[src/rtl/hdmi_720p_timing_gen_if.sv]
// Pixel-side bundle of the 720p timing generator: FIFO pop handshake in, video timing and RGB out.
// The pattern_sel_i member exists only when COLORBAR_EN is defined.
interface hdmi_720p_timing_gen_if;
   logic        en_i;
   logic [23:0] pix_data_i;
   logic        pix_valid_i;
   logic        pix_rdy_o;
   logic        underflow_clr_i;
`ifdef COLORBAR_EN
   logic        pattern_sel_i;
`endif
   logic        hs_o;
   logic        vs_o;
   logic        de_o;
   logic [23:0] rgb_o;
   logic [10:0] x_o;
   logic [9:0]  y_o;
   logic        sof_o;
   logic        underflow_o;

   modport master (
`ifdef COLORBAR_EN
      output pattern_sel_i,
`endif
      output en_i, pix_data_i, pix_valid_i, underflow_clr_i,
      input  pix_rdy_o, hs_o, vs_o, de_o, rgb_o, x_o, y_o, sof_o, underflow_o
   );

   modport slave (
`ifdef COLORBAR_EN
      input  pattern_sel_i,
`endif
      input  en_i, pix_data_i, pix_valid_i, underflow_clr_i,
      output pix_rdy_o, hs_o, vs_o, de_o, rgb_o, x_o, y_o, sof_o, underflow_o
   );
endinterface

[src/rtl/hdmi_720p_timing_gen.sv]
// 1280x720@60 timing generator; all video outputs registered 1 cycle after the counters, FIFO popped combinationally.
// No backpressure upstream: a missing pixel becomes black and sets sticky underflow. COLORBAR_EN adds an 8-bar test pattern.
module hdmi_720p_timing_gen #(
   parameter int H_ACTIVE = 1280,
   parameter int H_FP     = 110,
   parameter int H_SYNC   = 40,
   parameter int H_BP     = 220,
   parameter int V_ACTIVE = 720,
   parameter int V_FP     = 5,
   parameter int V_SYNC   = 5,
   parameter int V_BP     = 20,
   parameter bit HS_POL   = 1'b1,
   parameter bit VS_POL   = 1'b1
) (
   input  logic                   pixel_clk_i,
   input  logic                   rst_i,
   hdmi_720p_timing_gen_if.slave  vid
);
   localparam logic [10:0] H_ACT  = 11'(H_ACTIVE);
   localparam logic [10:0] HS_BEG = 11'(H_ACTIVE + H_FP);
   localparam logic [10:0] HS_END = 11'(H_ACTIVE + H_FP + H_SYNC);
   localparam logic [10:0] H_LAST = 11'(H_ACTIVE + H_FP + H_SYNC + H_BP - 1);
   localparam logic [9:0]  V_ACT  = 10'(V_ACTIVE);
   localparam logic [9:0]  VS_BEG = 10'(V_ACTIVE + V_FP);
   localparam logic [9:0]  VS_END = 10'(V_ACTIVE + V_FP + V_SYNC);
   localparam logic [9:0]  V_LAST = 10'(V_ACTIVE + V_FP + V_SYNC + V_BP - 1);

   typedef enum logic {IDLE = 1'b0, RUN = 1'b1} state_t;

   state_t      state;
   state_t      state_nxt;
   logic        running;
   logic [10:0] h_cnt;
   logic [9:0]  v_cnt;
   logic        frame_end;
   logic        act;
   logic        hs_act;
   logic        vs_act;
   logic        pop;
   logic        starve;
   logic [23:0] rgb_nxt;

   always_ff @(posedge pixel_clk_i or posedge rst_i) begin
      if (rst_i) begin
         state <= IDLE;
      end else begin
         state <= state_nxt;
      end
   end

   // en_i only matters while idle or on the last pixel of a frame, so frames are never cut short
   always_comb begin
      state_nxt = state;
      case (state)
         IDLE:    state_nxt = vid.en_i ? RUN : IDLE;
         RUN:     if (frame_end) state_nxt = vid.en_i ? RUN : IDLE;
         default: state_nxt = IDLE;
      endcase
   end

   always_comb begin
      running = 1'b0;
      if (state == RUN) running = 1'b1;
   end

   always_ff @(posedge pixel_clk_i or posedge rst_i) begin
      if (rst_i) begin
         h_cnt <= '0;
         v_cnt <= '0;
      end else if (!running) begin
         h_cnt <= '0;
         v_cnt <= '0;
      end else if (h_cnt == H_LAST) begin
         h_cnt <= '0;
         v_cnt <= (v_cnt == V_LAST) ? '0 : v_cnt + 10'd1;
      end else begin
         h_cnt <= h_cnt + 11'd1;
      end
   end

   assign frame_end = (h_cnt == H_LAST) && (v_cnt == V_LAST);
   assign act       = (h_cnt < H_ACT) && (v_cnt < V_ACT);
   assign hs_act    = (h_cnt >= HS_BEG) && (h_cnt < HS_END);
   assign vs_act    = (v_cnt >= VS_BEG) && (v_cnt < VS_END);

`ifdef COLORBAR_EN
   localparam int BAR_W = H_ACTIVE / 8;

   logic       pattern;
   logic [2:0] bar_idx;

   always_ff @(posedge pixel_clk_i or posedge rst_i) begin
      if (rst_i) begin
         pattern <= 1'b0;
      end else if (!running || frame_end) begin
         pattern <= vid.pattern_sel_i;
      end
   end

   assign bar_idx = 3'(int'(h_cnt) / BAR_W);
   assign pop     = running && act && !pattern && vid.pix_valid_i;
   assign starve  = running && act && !pattern && !vid.pix_valid_i;

   always_comb begin
      rgb_nxt = 24'h000000;
      if (running && act && pattern) begin
         case (bar_idx)
            3'd0:    rgb_nxt = 24'hFFFFFF;
            3'd1:    rgb_nxt = 24'hFFFF00;
            3'd2:    rgb_nxt = 24'h00FFFF;
            3'd3:    rgb_nxt = 24'h00FF00;
            3'd4:    rgb_nxt = 24'hFF00FF;
            3'd5:    rgb_nxt = 24'hFF0000;
            3'd6:    rgb_nxt = 24'h0000FF;
            default: rgb_nxt = 24'h000000;
         endcase
      end else if (pop) begin
         rgb_nxt = vid.pix_data_i;
      end
   end
`else
   assign pop    = running && act && vid.pix_valid_i;
   assign starve = running && act && !vid.pix_valid_i;

   always_comb begin
      rgb_nxt = 24'h000000;
      if (pop) rgb_nxt = vid.pix_data_i;
   end
`endif

   assign vid.pix_rdy_o = pop;

   always_ff @(posedge pixel_clk_i or posedge rst_i) begin
      if (rst_i) begin
         vid.hs_o        <= ~HS_POL;
         vid.vs_o        <= ~VS_POL;
         vid.de_o        <= 1'b0;
         vid.sof_o       <= 1'b0;
         vid.rgb_o       <= '0;
         vid.x_o         <= '0;
         vid.y_o         <= '0;
         vid.underflow_o <= 1'b0;
      end else begin
         vid.hs_o  <= (running && hs_act) ? HS_POL : ~HS_POL;
         vid.vs_o  <= (running && vs_act) ? VS_POL : ~VS_POL;
         vid.de_o  <= running && act;
         vid.sof_o <= running && act && (h_cnt == '0) && (v_cnt == '0);
         vid.rgb_o <= rgb_nxt;
         vid.x_o   <= (running && act) ? h_cnt : '0;
         vid.y_o   <= (running && act) ? v_cnt : '0;
         // a starved pixel in the same cycle as a clear still leaves the flag set
         if (starve) begin
            vid.underflow_o <= 1'b1;
         end else if (vid.underflow_clr_i) begin
            vid.underflow_o <= 1'b0;
         end
      end
   end
endmodule

[src/flat_wrapper.sv]
// flat-port wrapper written by rule: the top's interface ports become plain ports
module hdmi_720p_timing_gen_flat 
#(
   parameter int H_ACTIVE = 1280,
   parameter int H_FP     = 110,
   parameter int H_SYNC   = 40,
   parameter int H_BP     = 220,
   parameter int V_ACTIVE = 720,
   parameter int V_FP     = 5,
   parameter int V_SYNC   = 5,
   parameter int V_BP     = 20,
   parameter bit HS_POL   = 1'b1,
   parameter bit VS_POL   = 1'b1
)
  (pixel_clk_i, rst_i, vid_en_i, vid_pix_data_i, vid_pix_valid_i, vid_underflow_clr_i, vid_pix_rdy_o, vid_hs_o, vid_vs_o, vid_de_o, vid_rgb_o, vid_x_o, vid_y_o, vid_sof_o, vid_underflow_o);
  hdmi_720p_timing_gen_if vid_i ();
  input  logic pixel_clk_i;
  input  logic rst_i;
  input wire logic [$bits(vid_i.en_i)-1:0] vid_en_i;
  input wire logic [$bits(vid_i.pix_data_i)-1:0] vid_pix_data_i;
  input wire logic [$bits(vid_i.pix_valid_i)-1:0] vid_pix_valid_i;
  input wire logic [$bits(vid_i.underflow_clr_i)-1:0] vid_underflow_clr_i;
  output wire logic [$bits(vid_i.pix_rdy_o)-1:0] vid_pix_rdy_o;
  output wire logic [$bits(vid_i.hs_o)-1:0] vid_hs_o;
  output wire logic [$bits(vid_i.vs_o)-1:0] vid_vs_o;
  output wire logic [$bits(vid_i.de_o)-1:0] vid_de_o;
  output wire logic [$bits(vid_i.rgb_o)-1:0] vid_rgb_o;
  output wire logic [$bits(vid_i.x_o)-1:0] vid_x_o;
  output wire logic [$bits(vid_i.y_o)-1:0] vid_y_o;
  output wire logic [$bits(vid_i.sof_o)-1:0] vid_sof_o;
  output wire logic [$bits(vid_i.underflow_o)-1:0] vid_underflow_o;
  assign vid_i.en_i = vid_en_i;
  assign vid_i.pix_data_i = vid_pix_data_i;
  assign vid_i.pix_valid_i = vid_pix_valid_i;
  assign vid_i.underflow_clr_i = vid_underflow_clr_i;
  assign vid_pix_rdy_o = vid_i.pix_rdy_o;
  assign vid_hs_o = vid_i.hs_o;
  assign vid_vs_o = vid_i.vs_o;
  assign vid_de_o = vid_i.de_o;
  assign vid_rgb_o = vid_i.rgb_o;
  assign vid_x_o = vid_i.x_o;
  assign vid_y_o = vid_i.y_o;
  assign vid_sof_o = vid_i.sof_o;
  assign vid_underflow_o = vid_i.underflow_o;
  hdmi_720p_timing_gen #(.H_ACTIVE(H_ACTIVE), .H_FP(H_FP), .H_SYNC(H_SYNC), .H_BP(H_BP), .V_ACTIVE(V_ACTIVE), .V_FP(V_FP), .V_SYNC(V_SYNC), .V_BP(V_BP), .HS_POL(HS_POL), .VS_POL(VS_POL)) u_core (.pixel_clk_i(pixel_clk_i), .rst_i(rst_i), .vid(vid_i));
endmodule
[config.mk]
export PLATFORM = sky130hd
export DESIGN_NAME = hdmi_720p_timing_gen_flat
export DESIGN_NICKNAME = d
export VERILOG_FILES = /design/src/rtl/hdmi_720p_timing_gen_if.sv /design/src/rtl/hdmi_720p_timing_gen.sv /design/src/flat_wrapper.sv
export SDC_FILE = /design/constraint.sdc
export NUM_CORES = 1
export LEC_CHECK = 0
export BUFFER_PORTS_ARGS = -buffer_cell sky130_fd_sc_hd__buf_2
export CORE_MARGIN = 3
export CORE_UTILIZATION = 52
export DETAILED_ROUTE_END_ITERATION = 10
export PLACE_DENSITY = 0.79
export SYNTH_ARGS = -nofsm -noshare
export SYNTH_HDL_FRONTEND = slang
export SYNTH_SLANG_ARGS = --single-unit
[constraint.sdc]
create_clock -name pixel_clk_i -period 2.45 [get_ports pixel_clk_i]
set_clock_uncertainty 0.15 [all_clocks]
set_input_delay 0.1225 -clock pixel_clk_i [delete_from_list [all_inputs] [get_ports pixel_clk_i]]
set_output_delay 0.1225 -clock pixel_clk_i [all_outputs]
set_load 0.01 [all_outputs]
# ---- Word-level counts from Yosys, hierarchy flattened
# Cells that the tools add are included.
dict set report word_totals {
  inputBits 29
  wordCells 54
  reg_bits 72
}
dict set report classes {
  bitwise 1
  mux 16
  reduce_logical 15
  eq_ne 3
  add_sub_neg 2
  magnitude_cmp 6
}
# operator count
set op_table {}
lappend op_table {{$mux W10} 4}
lappend op_table {{$mux W11} 3}
lappend op_table {{$mux W24} 1}
lappend op_table {{$lt A11 B11 Y1 const B} 2}
lappend op_table {{$lt A10 B10 Y1 const B} 2}
lappend op_table {{$add A11 B1 Y11 const B} 1}
lappend op_table {{$eq A11 B11 Y1 const B} 1}
lappend op_table {{$ge A11 B11 Y1 const B} 1}
lappend op_table {{$logic_and A1 B1 Y1} 11}
lappend op_table {{$logic_not A11 Y1} 1}
lappend op_table {{$add A10 B1 Y10 const B} 1}
lappend op_table {{$eq A10 B10 Y1 const B} 1}
lappend op_table {{$ge A10 B10 Y1 const B} 1}
lappend op_table {{$logic_not A10 Y1} 1}
lappend op_table {{$mux W1} 7}
lappend op_table {{$ne A2 B2 Y1 const B} 1}
lappend op_table {{$pmux W1 S2} 1}
lappend op_table {{$reduce_bool A2 Y1} 1}
lappend op_table {{$logic_not A1 Y1} 1}
lappend op_table {{$not A1 Y1} 1}

# ---- Longest topological paths before layout
# Gate-level depths: netlist of run 1.
dict set report logic_depth {
  depth_word 5
  ltp_mapped 7
  ltp_nobuf 6
}

# ---- Worst setup path before layout of run 1
# Ideal clock, no wire load.
dict set report synth_path {
  path_type {register to register}
  start {register u_core.h_cnt[1]}
  end {register u_core.v_cnt[8]}
  path_buffers 0
  required_time_ps 2223
  arrival_ps 1565
  path_stages_with_launch 7
  setup_time_ps 77
  slack_ps 658
  cell_sequence {dfrtp_1 inv_1 ha_1 and4b_2 nand3_2 or4_1 a21oi_1}
}
dict set report synth_via {
  elab_chain_len 2
}
# item line_no
set synth_rtl {}
lappend synth_rtl {{from (decl)} hdmi_720p_timing_gen.sv:33} ;# logic [10:0] h_cnt;
lappend synth_rtl {{from (signal assigned)} hdmi_720p_timing_gen.sv:77} ;# h_cnt <= h_cnt + 11'd1;
lappend synth_rtl {{$eq A11 B11 Y1} hdmi_720p_timing_gen.sv:73} ;# end else if (h_cnt == H_LAST) begin
lappend synth_rtl {{$ne A2 B2 Y1 (no line)} n/a}
lappend synth_rtl {{to (signal assigned)} hdmi_720p_timing_gen.sv:75} ;# v_cnt <= (v_cnt == V_LAST) ? '0 : v_cnt + 10'd1;
lappend synth_rtl {{to (decl)} hdmi_720p_timing_gen.sv:34} ;# logic [9:0] v_cnt;
# Every way passes these cells.
# A chain may end at the register's enable or synchronous reset.

# ---- Final worst setup path of run 1
dict set report layout_path {
  start {register u_core.v_cnt[8]}
  end {output port vid_pix_rdy_o}
}
dict set report layout_via {
  elab_chain_len 4
}
# item line_no
set layout_rtl {}
lappend layout_rtl {{$lt A10 B10 Y1} hdmi_720p_timing_gen.sv:82} ;# assign act = (h_cnt < H_ACT) && (v_cnt < V_ACT);
lappend layout_rtl {{$logic_and A1 B1 Y1} hdmi_720p_timing_gen.sv:82}
lappend layout_rtl {{$logic_and A1 B1 Y1 (2 in a row)} hdmi_720p_timing_gen.sv:122} ;# assign pop = running && act && vid.pix_valid_i;
lappend layout_rtl {{to (decl)} flat_wrapper.sv:23} ;# output wire logic [$bits(vid_i.pix_rdy_o)-1:0] vid_pix_rdy_o;
# Every way passes these cells.

==> impl_table.tex, run 1 <==
\begin{tabular}{lr}
\hline
Metric & Value \\
\hline
\multicolumn{2}{l}{\textbf{Outcome}} \\
Status & completed \\
\multicolumn{2}{l}{\textbf{Critical path}} \\
Required time at the endpoint of the critical path & roughly 2.2 ns \\
Capture point of the critical path & vid\_pix\_rdy\_o \\
Startpoint kind of the worst setup timing path & flip-flop \\
Endpoint of the most critical register-to-register path & u\_core.v\_cnt[6]\$\_DFFE\_PP0P\_ \\
Critical path class & flip-flop to output pin \\
Largest fanout on the critical path & 19 \\
CP arrival & 1.93 ns \\
R2r startpoint & u\_core.v\_cnt[1]\$\_DFFE\_PP0P\_ \\
Worst setup EP type & output pin \\
Launching element of the worst setup path & u\_core.v\_cnt[8]\$\_DFFE\_PP0P\_ \\
R2r setup slk & 0.42 ns \\
Worst-case reg-to-reg path depth & 6 \\
\multicolumn{2}{l}{\textbf{Yosys}} \\
Number of enable-type register cells in the synthesized netlist & 0 \\
Gate count of the mapped netlist & roughly 270 \\
Number of distinct library cell variants in the gate-level netlist after synthesis & around 50 \\
Share of async-settable or async-resettable flops after synthesis & 1.00 \\
Dominant register cell in the synthesized netlist & dfrtp\_1 \\
Synth Register Bits & 72 \\
Total of warnings raised by yosys & 0 \\
Avg Synthesized Cell Area & between 10 and 15 µm² \\
Sequential cell area fraction in the yosys report & 0.592 \\
Synth Net Count & between 300 and 400 \\
Total standard cell area after synthesis & roughly 0.0030 mm² \\
\multicolumn{2}{l}{\textbf{Layout}} \\
Ratio of cells with drive above 1 in the final layout & 0.291 \\
Area growth syn-to-layout & 28.2\% \\
\# nets final & $\sim$410 \\
Area taken by multi-input logic gates & about 0.0011 mm² \\
Fraction of the core area covered by cells at the end of the flow & 0.700 \\
Register area & around 0.0018 mm² \\
N\_diodes & 0 \\
Number of filler instances in the final layout & 367 \\
\multicolumn{2}{l}{\textbf{Detailed routing}} \\
Routed wire length & roughly 7700 µm \\
Number of remaining DRC errors & 0 \\
Drt wl/cell & around 17 µm \\
ANT nets after route & 0 \\
Number of iterations in the first detailed-routing pass & 4 \\
Routed via count & approximately 2400 \\
Average via count per standard cell & approximately 5.3 \\
Number of DRC markers after the initial detailed-route iteration & approximately 160 \\
\multicolumn{2}{l}{\textbf{Die}} \\
Horiz. Die Dim & 82.5 µm \\
Die Y & $\sim$82 µm \\
I/O pins & 80 \\
Initial Util & 0.546 \\
Placement row count & 27 \\
Die ar. & just under 0.007 mm² \\
Area of the core & $\sim$0.0056 mm² \\
\multicolumn{2}{l}{\textbf{Global route}} \\
Remaining global-route overflow & 0 \\
Initial antenna violation count & 0 \\
First-pass GRT wire length & about 12000 µm \\
Via count of the first global-routing pass & around 2300 \\
Total routing resource utilization after global routing & 0.235 \\
Maximum number of pins on one net before global-route repair & 27 \\
\multicolumn{2}{l}{\textbf{Clocking}} \\
Cts bufs inserted & 9 \\
Clock insertion delay at the later pin of the skew report & around 0.34 ns \\
\# Post-CTS Setup Buffers & 0 \\
Number of sinks on the clock net & 72 \\
Buffer depth of the longest clock path & 2 \\
Maximum level of the CTS H-tree & 3 \\
Cell at the root of the clock tree & clkbuf\_8 \\
Clock tree from TritonCTS & yes \\
Clock transition at the registers of the reported paths & 0.07 ns \\
Count of instances resized after the clock tree is built & 0 \\
Cts-stage hold buffer count & 27 \\
\multicolumn{2}{l}{\textbf{STA}} \\
Worst hold-check slack & around 0.079 ns \\
RSZ-0062 raised after global routing & false \\
Final setup violation count & 0 \\
Time the worst path needs with I/O delays and setup & 2.20 ns \\
Final critical-path share of the clock period & 0.900 \\
Worst-case setup margin in the final layout & 0.246 ns \\
Highest achievable clock rate & about 450 MHz \\
Number of slew-limit violations in the final report & 0 \\
Fin. Hold Viols & 0 \\
Slew @ Worst Pin & 0.522 ns \\
Relative slew slack & 0.651 \\
Sum of negative setup slack & 0 ns \\
\multicolumn{2}{l}{\textbf{Min path}} \\
Class of the tightest hold or removal check & input pin to flip-flop \\
\multicolumn{2}{l}{\textbf{Run}} \\
Max Cap Violations & 0 \\
\multicolumn{2}{l}{\textbf{Placement}} \\
Worst Setup Slack post-DPL & between 0.5 and 0.6 ns \\
Count of input and output buffers & 79 \\
Detailed placer's ending HPWL & between 4000 and 5000 µm \\
Global placer's final weighted congestion & 0.870 \\
\multicolumn{2}{l}{\textbf{Pwr}} \\
Static Leakage & between 1.5 and 2 nW \\
Overall Power & between 2 and 3 mW \\
Peak VDD IR & about 0.43 mV \\
P per Cell Area & roughly 700 mW/mm² \\
\hline
\end{tabular}
==> Yosys cell counts (all sizes together) (3+ instances only) <==
cell	number	share of area
nand2	10	0.012
nor2	17	0.021
inv	10	0.012
and2	22	0.046
ha	7	0.029
xnor2	7	0.020
o21ai	7	0.012
nor3	6	0.014
buf	11	0.023
nor4	3	0.0062
clkbuf	8	0.013
nand3	11	0.020
a21oi	3	0.0049
nand4	4	0.0082
a31oi	4	0.010
dfrtp	72	0.59
a22oi	3	0.0074
xor2	3	0.0086
and3	30	0.064
==> where the power goes <==
group | total [mW] | switching, mW | internal (mW)
sequential | 1.46 | 0.149 | 1.32
combinational | 0.465 | 0.234 | 0.231
clock | 0.820 | 0.430 | 0.389
==> layout make-up <==
class	instances	share of cell area
sequential	72	0.462
multi-input combinational	166	0.280
timing repair buffer	112	0.182
clock buffer	10	0.0353
tap	72	0.0231
inverter	10	0.00962
clock inverter	5	0.00834
==> worst max-delay path: stages (launching register included) <==
cell and delay [ns]:
dfrtp_1 0.43, nand4b_1 0.28, o211a_1 0.48, and2_1 0.26
buf_2 0.14
==> kinds of logic after synthesis <==
group,after synthesis,synth area share
DFF,72,0.592
buffers and inverters,29,0.0489
and+or+nand+nor,118,0.229
AOI/OAI and AO/OA,29,0.0654
adders and majority gates,7,0.0288
xor gates and xnor gates,10,0.0288
muxes,2,0.00658
==> flip-flops by register name, indices dropped and copies added (netlist names) <==
name and flops:
u_core.vid.vs_o 1, u_core.vid.y_o 10, u_core.vid.de_o 1, u_core.v_cnt 10, u_core.h_cnt 11, u_core.vid.x_o 11, u_core.vid.rgb_o 24, u_core.vid.sof_o 1
u_core.vid.hs_o 1, u_core.state 1, u_core.vid.underflow_o 1
==> through the flow <==
step	cells	instance area, µm²
2_1_floorplan	267	3040
3_3_place_gp	405	3460
3_5_place_dp	405	3460
4_1_cts	447	3900
5_1_grt	447	3900
6_report	447	3900
==> worst min-delay path by stage <==
stage                              from                                 end  cells past startpoint
finish                  vid_pix_valid_i      u_core.vid.rgb_o[16]$_DFF_PP0_                      2
detailed placement                rst_i      u_core.vid.rgb_o[16]$_DFF_PP0_                      2
CTS                     vid_pix_valid_i      u_core.vid.rgb_o[11]$_DFF_PP0_                      2
global route            vid_pix_valid_i      u_core.vid.rgb_o[16]$_DFF_PP0_                      2
global placement                  rst_i      u_core.vid.rgb_o[19]$_DFF_PP0_                      2
floorplan           vid_underflow_clr_i  u_core.vid.underflow_o$_DFFE_PP0P_                      1
==> cells in the final DEF (no fill, tap or decap), drive strengths merged, types with 2 or more instances in the layout <==
cell         Yosys  layout
buf             11      85
dfrtp           72      72
and3            30      30
dlygate4sd3      0      27
and2            22      22
nor2            17      17
nand3           11      11
inv             10      11
nand2           10      10
clkbuf           8      10
o21ai            7       7
xnor2            7       7
ha               7       7
nor3             6       6
nand4            4       4
a31oi            4       4
clkinv           0       4
xor2             3       3
a21oi            3       3
nor4             3       3
a22oi            3       3
nand4b           2       2
o31a             2       2
mux2i            2       2
nand2b           2       2
a21boi           2       2
or3              2       2
o31ai            2       2
or4              2       2
and4             2       2
==> routing by layer <==
layer	global-route usage	up-vias	routed length, µm
li1	-	1124	-
met1	0.288	1153	3220
met2	0.401	105	3760
met3	0.0629	9	568
met4	0.0817	0	110
met5	0	-	0
Power figures use the tool's default switching activity.
==> run 2: changes to the inputs <==
Settings changed: REMOVE_ABC_BUFFERS set to 1.
==> run 2 against run 1 <==
  * Wire length is 11% lower
  * Core utilization is 0.40 points higher
  * Sequential cell count stayed put
  * First-iteration DRC count is 32% lower
  * Fmax is 1.8% lower
  * Clock-buffer cell count stayed put
  * Final cell count is 0.45% lower
  * Register-to-register slack hardly changed
  * Combinational power is 3% lower
  * Critical endpoint unchanged
  * Clock power is 11% higher
  * Worst hold slack worse by 0.0034 ns
  * Die area stayed put
==> impl_table.tex, run 2 (same netlist as run 1, synthesis figures left out) <==
\begin{tabular}{lr}
\hline
Metric & Value \\
\hline
\multicolumn{2}{l}{\textbf{Critical path}} \\
Required time at the endpoint of the critical path & around 2.2 ns \\
Startpoint kind of the worst setup timing path & flip-flop \\
Worst-case reg-to-reg path depth & 6 \\
Largest fanout on the critical path & 25 \\
CP arrival & 1.97 ns \\
Critical path class & flip-flop to output pin \\
Worst setup EP type & output pin \\
R2r setup slk & around 0.42 ns \\
Endpoint of the most critical register-to-register path & u\_core.v\_cnt[6]\$\_DFFE\_PP0P\_ \\
R2r startpoint & u\_core.v\_cnt[1]\$\_DFFE\_PP0P\_ \\
\multicolumn{2}{l}{\textbf{Run}} \\
Max Cap Violations & 0 \\
\multicolumn{2}{l}{\textbf{Die}} \\
Horiz. Die Dim & 82.5 µm \\
Area of the core & approximately 0.0056 mm² \\
Placement row count & 27 \\
Initial Util & 0.546 \\
I/O pins & 80 \\
Die Y & 82.5 µm \\
Die ar. & just under 0.007 mm² \\
\multicolumn{2}{l}{\textbf{STA}} \\
Time the worst path needs with I/O delays and setup & between 2 and 2.5 ns \\
Highest achievable clock rate & 445 MHz \\
Final critical-path share of the clock period & 0.916 \\
Slew @ Worst Pin & about 0.58 ns \\
Number of slew-limit violations in the final report & 0 \\
Final setup violation count & 0 \\
Relative slew slack & 0.615 \\
Sum of negative setup slack & 0 ns \\
RSZ-0062 raised after global routing & false \\
Worst hold-check slack & between 0.07 and 0.08 ns \\
Fin. Hold Viols & 0 \\
\multicolumn{2}{l}{\textbf{Min path}} \\
Startpoint of the lowest-slack hold path & vid\_pix\_valid\_i \\
Cell depth of the worst hold path & 2 \\
End point of the most critical hold path & u\_core.vid.rgb\_o[6]\$\_DFF\_PP0\_ \\
Class of the tightest hold or removal check & input pin to flip-flop \\
\multicolumn{2}{l}{\textbf{Layout}} \\
Area growth syn-to-layout & 29.0\% \\
Number of filler instances in the final layout & around 380 \\
Most frequent cells in the layout & 79 x buf\_2, 72 x dfrtp\_1, 28 x and3\_1, 27 x dlygate4sd3\_1, 21 x and2\_1 \\
Register with the most flip-flops & u\_core.vid.rgb\_o \\
\# nets final & a little over 400 \\
N\_diodes & 0 \\
Ratio of cells with drive above 1 in the final layout & 0.287 \\
Biggest registers after layout & u\_core.vid.rgb\_o x24, u\_core.h\_cnt x11, u\_core.vid.x\_o x11 \\
Most common library cell in the layout ignoring fill and taps & buf\_2 \\
Flip-flop count of the largest register after layout & 24 \\
\multicolumn{2}{l}{\textbf{Clocking}} \\
\# Post-CTS Setup Buffers & 0 \\
Cell at the root of the clock tree & clkbuf\_8 \\
Number of sinks on the clock net & between 70 and 80 \\
Clock insertion delay at the later pin of the skew report & around 0.33 ns \\
Maximum level of the CTS H-tree & 3 \\
Clock transition at the registers of the reported paths & $\sim$0.08 ns \\
Cts bufs inserted & 9 \\
Buffer depth of the longest clock path & 2 \\
Count of instances resized after the clock tree is built & 0 \\
Clock tree from TritonCTS & yes \\
\multicolumn{2}{l}{\textbf{Global route}} \\
Total routing resource utilization after global routing & 0.210 \\
Initial antenna violation count & 0 \\
Via count of the first global-routing pass & $\sim$2200 \\
Remaining global-route overflow & 0 \\
Maximum number of pins on one net before global-route repair & 73 \\
First-pass GRT wire length & roughly 11000 µm \\
\multicolumn{2}{l}{\textbf{Pwr}} \\
P per Cell Area & just over 700 mW/mm² \\
Overall Power & 2.82 mW \\
Peak VDD IR & approximately 0.32 mV \\
Static Leakage & 2.00 nW \\
\multicolumn{2}{l}{\textbf{Detailed routing}} \\
Routed via count & 2346 \\
Average via count per standard cell & roughly 5.3 \\
Drt wl/cell & approximately 15 µm \\
ANT nets after route & 0 \\
Number of remaining DRC errors & 0 \\
Number of iterations in the first detailed-routing pass & 4 \\
Number of DRC markers after the initial detailed-route iteration & $\sim$110 \\
Routed wire length & between 6000 and 7000 µm \\
\multicolumn{2}{l}{\textbf{Placement}} \\
Global placer's final weighted congestion & approximately 0.86 \\
Count of input and output buffers & 79 \\
Detailed placer's ending HPWL & 4130 µm \\
\multicolumn{2}{l}{\textbf{Outcome}} \\
Status & completed \\
\hline
\end{tabular}
run 2: changes by cell type in the layout (fill, tap and decap cells not counted):
cell,change
bufinv_16,+1
buf_4,-3
inv_6,-1
buf_12,+1
clkinv_2,-1
clkinv_4,+1
run 2: cell type report:
class | instances | area (µm²) | area share
clock buffer | 10 | 138 | 0.0351
multi-input combinational | 166 | 1090 | 0.278
timing repair buffer | 110 | 708 | 0.180
sequential | 72 | 1800 | 0.459
inverter | 10 | 37.5 | 0.00956
tap | 72 | 90.1 | 0.0230
clock inverter | 5 | 57.6 | 0.0147
run 2: worst max path at each step:
stage	from	end	cells after the start
after CTS	u_core.v_cnt[8]$_DFFE_PP0P_	vid_pix_rdy_o	4
after global placement	u_core.v_cnt[1]$_DFFE_PP0P_	u_core.v_cnt[6]$_DFFE_PP0P_	6
after detailed placement	u_core.v_cnt[1]$_DFFE_PP0P_	u_core.v_cnt[6]$_DFFE_PP0P_	6
after floorplan	rst_i	u_core.h_cnt[0]$_DFF_PP0_	1
final	u_core.v_cnt[8]$_DFFE_PP0P_	vid_pix_rdy_o	4
after global routing	u_core.v_cnt[8]$_DFFE_PP0P_	vid_pix_rdy_o	4
run 2: worst max-delay path, stage by stage, from the launching register on:
cell and delay, ns:
dfrtp_1 0.44, nand4b_1 0.27, o211a_1 0.50, and2_1 0.28, buf_2 0.14
run 2: layer usage:
layer / track usage / part of all wire / routed length [µm]
met3: 0.0477 / 0.077 / 527
met4: 0.0882 / 0.011 / 73
met5: 0 / 0 / 0
met2: 0.331 / 0.46 / 3180
met1: 0.279 / 0.45 / 3070
run 2: power breakdown:
part           internal [mW]  total (mW)  switching [mW]  leakage (nW)
clock                  0.492       0.907           0.415         0.102
sequential              1.32        1.46           0.146         0.938
combinational          0.232       0.453           0.221         0.961
run 2: through the flow:
step | util | cell area (µm²) | setup slack [ns] | cells
finish | 0.704 | 3930 | 0.205 | 445
detailed placement | 0.621 | 3460 | 0.437 | 403
global route | 0.704 | 3930 | 0.0532 | 445
global placement | 0.621 | 3460 | 0.460 | 403
CTS | 0.704 | 3930 | 0.196 | 445
floorplan | - | 2930 | 0.353 | 248
run 2: repair_timing:
item / 4_1_cts / 5_1_grt
endpoints found under the hold margin: 98 / 0
hold buffers: 27 / 0
setup endpoints to repair: 0 / 0
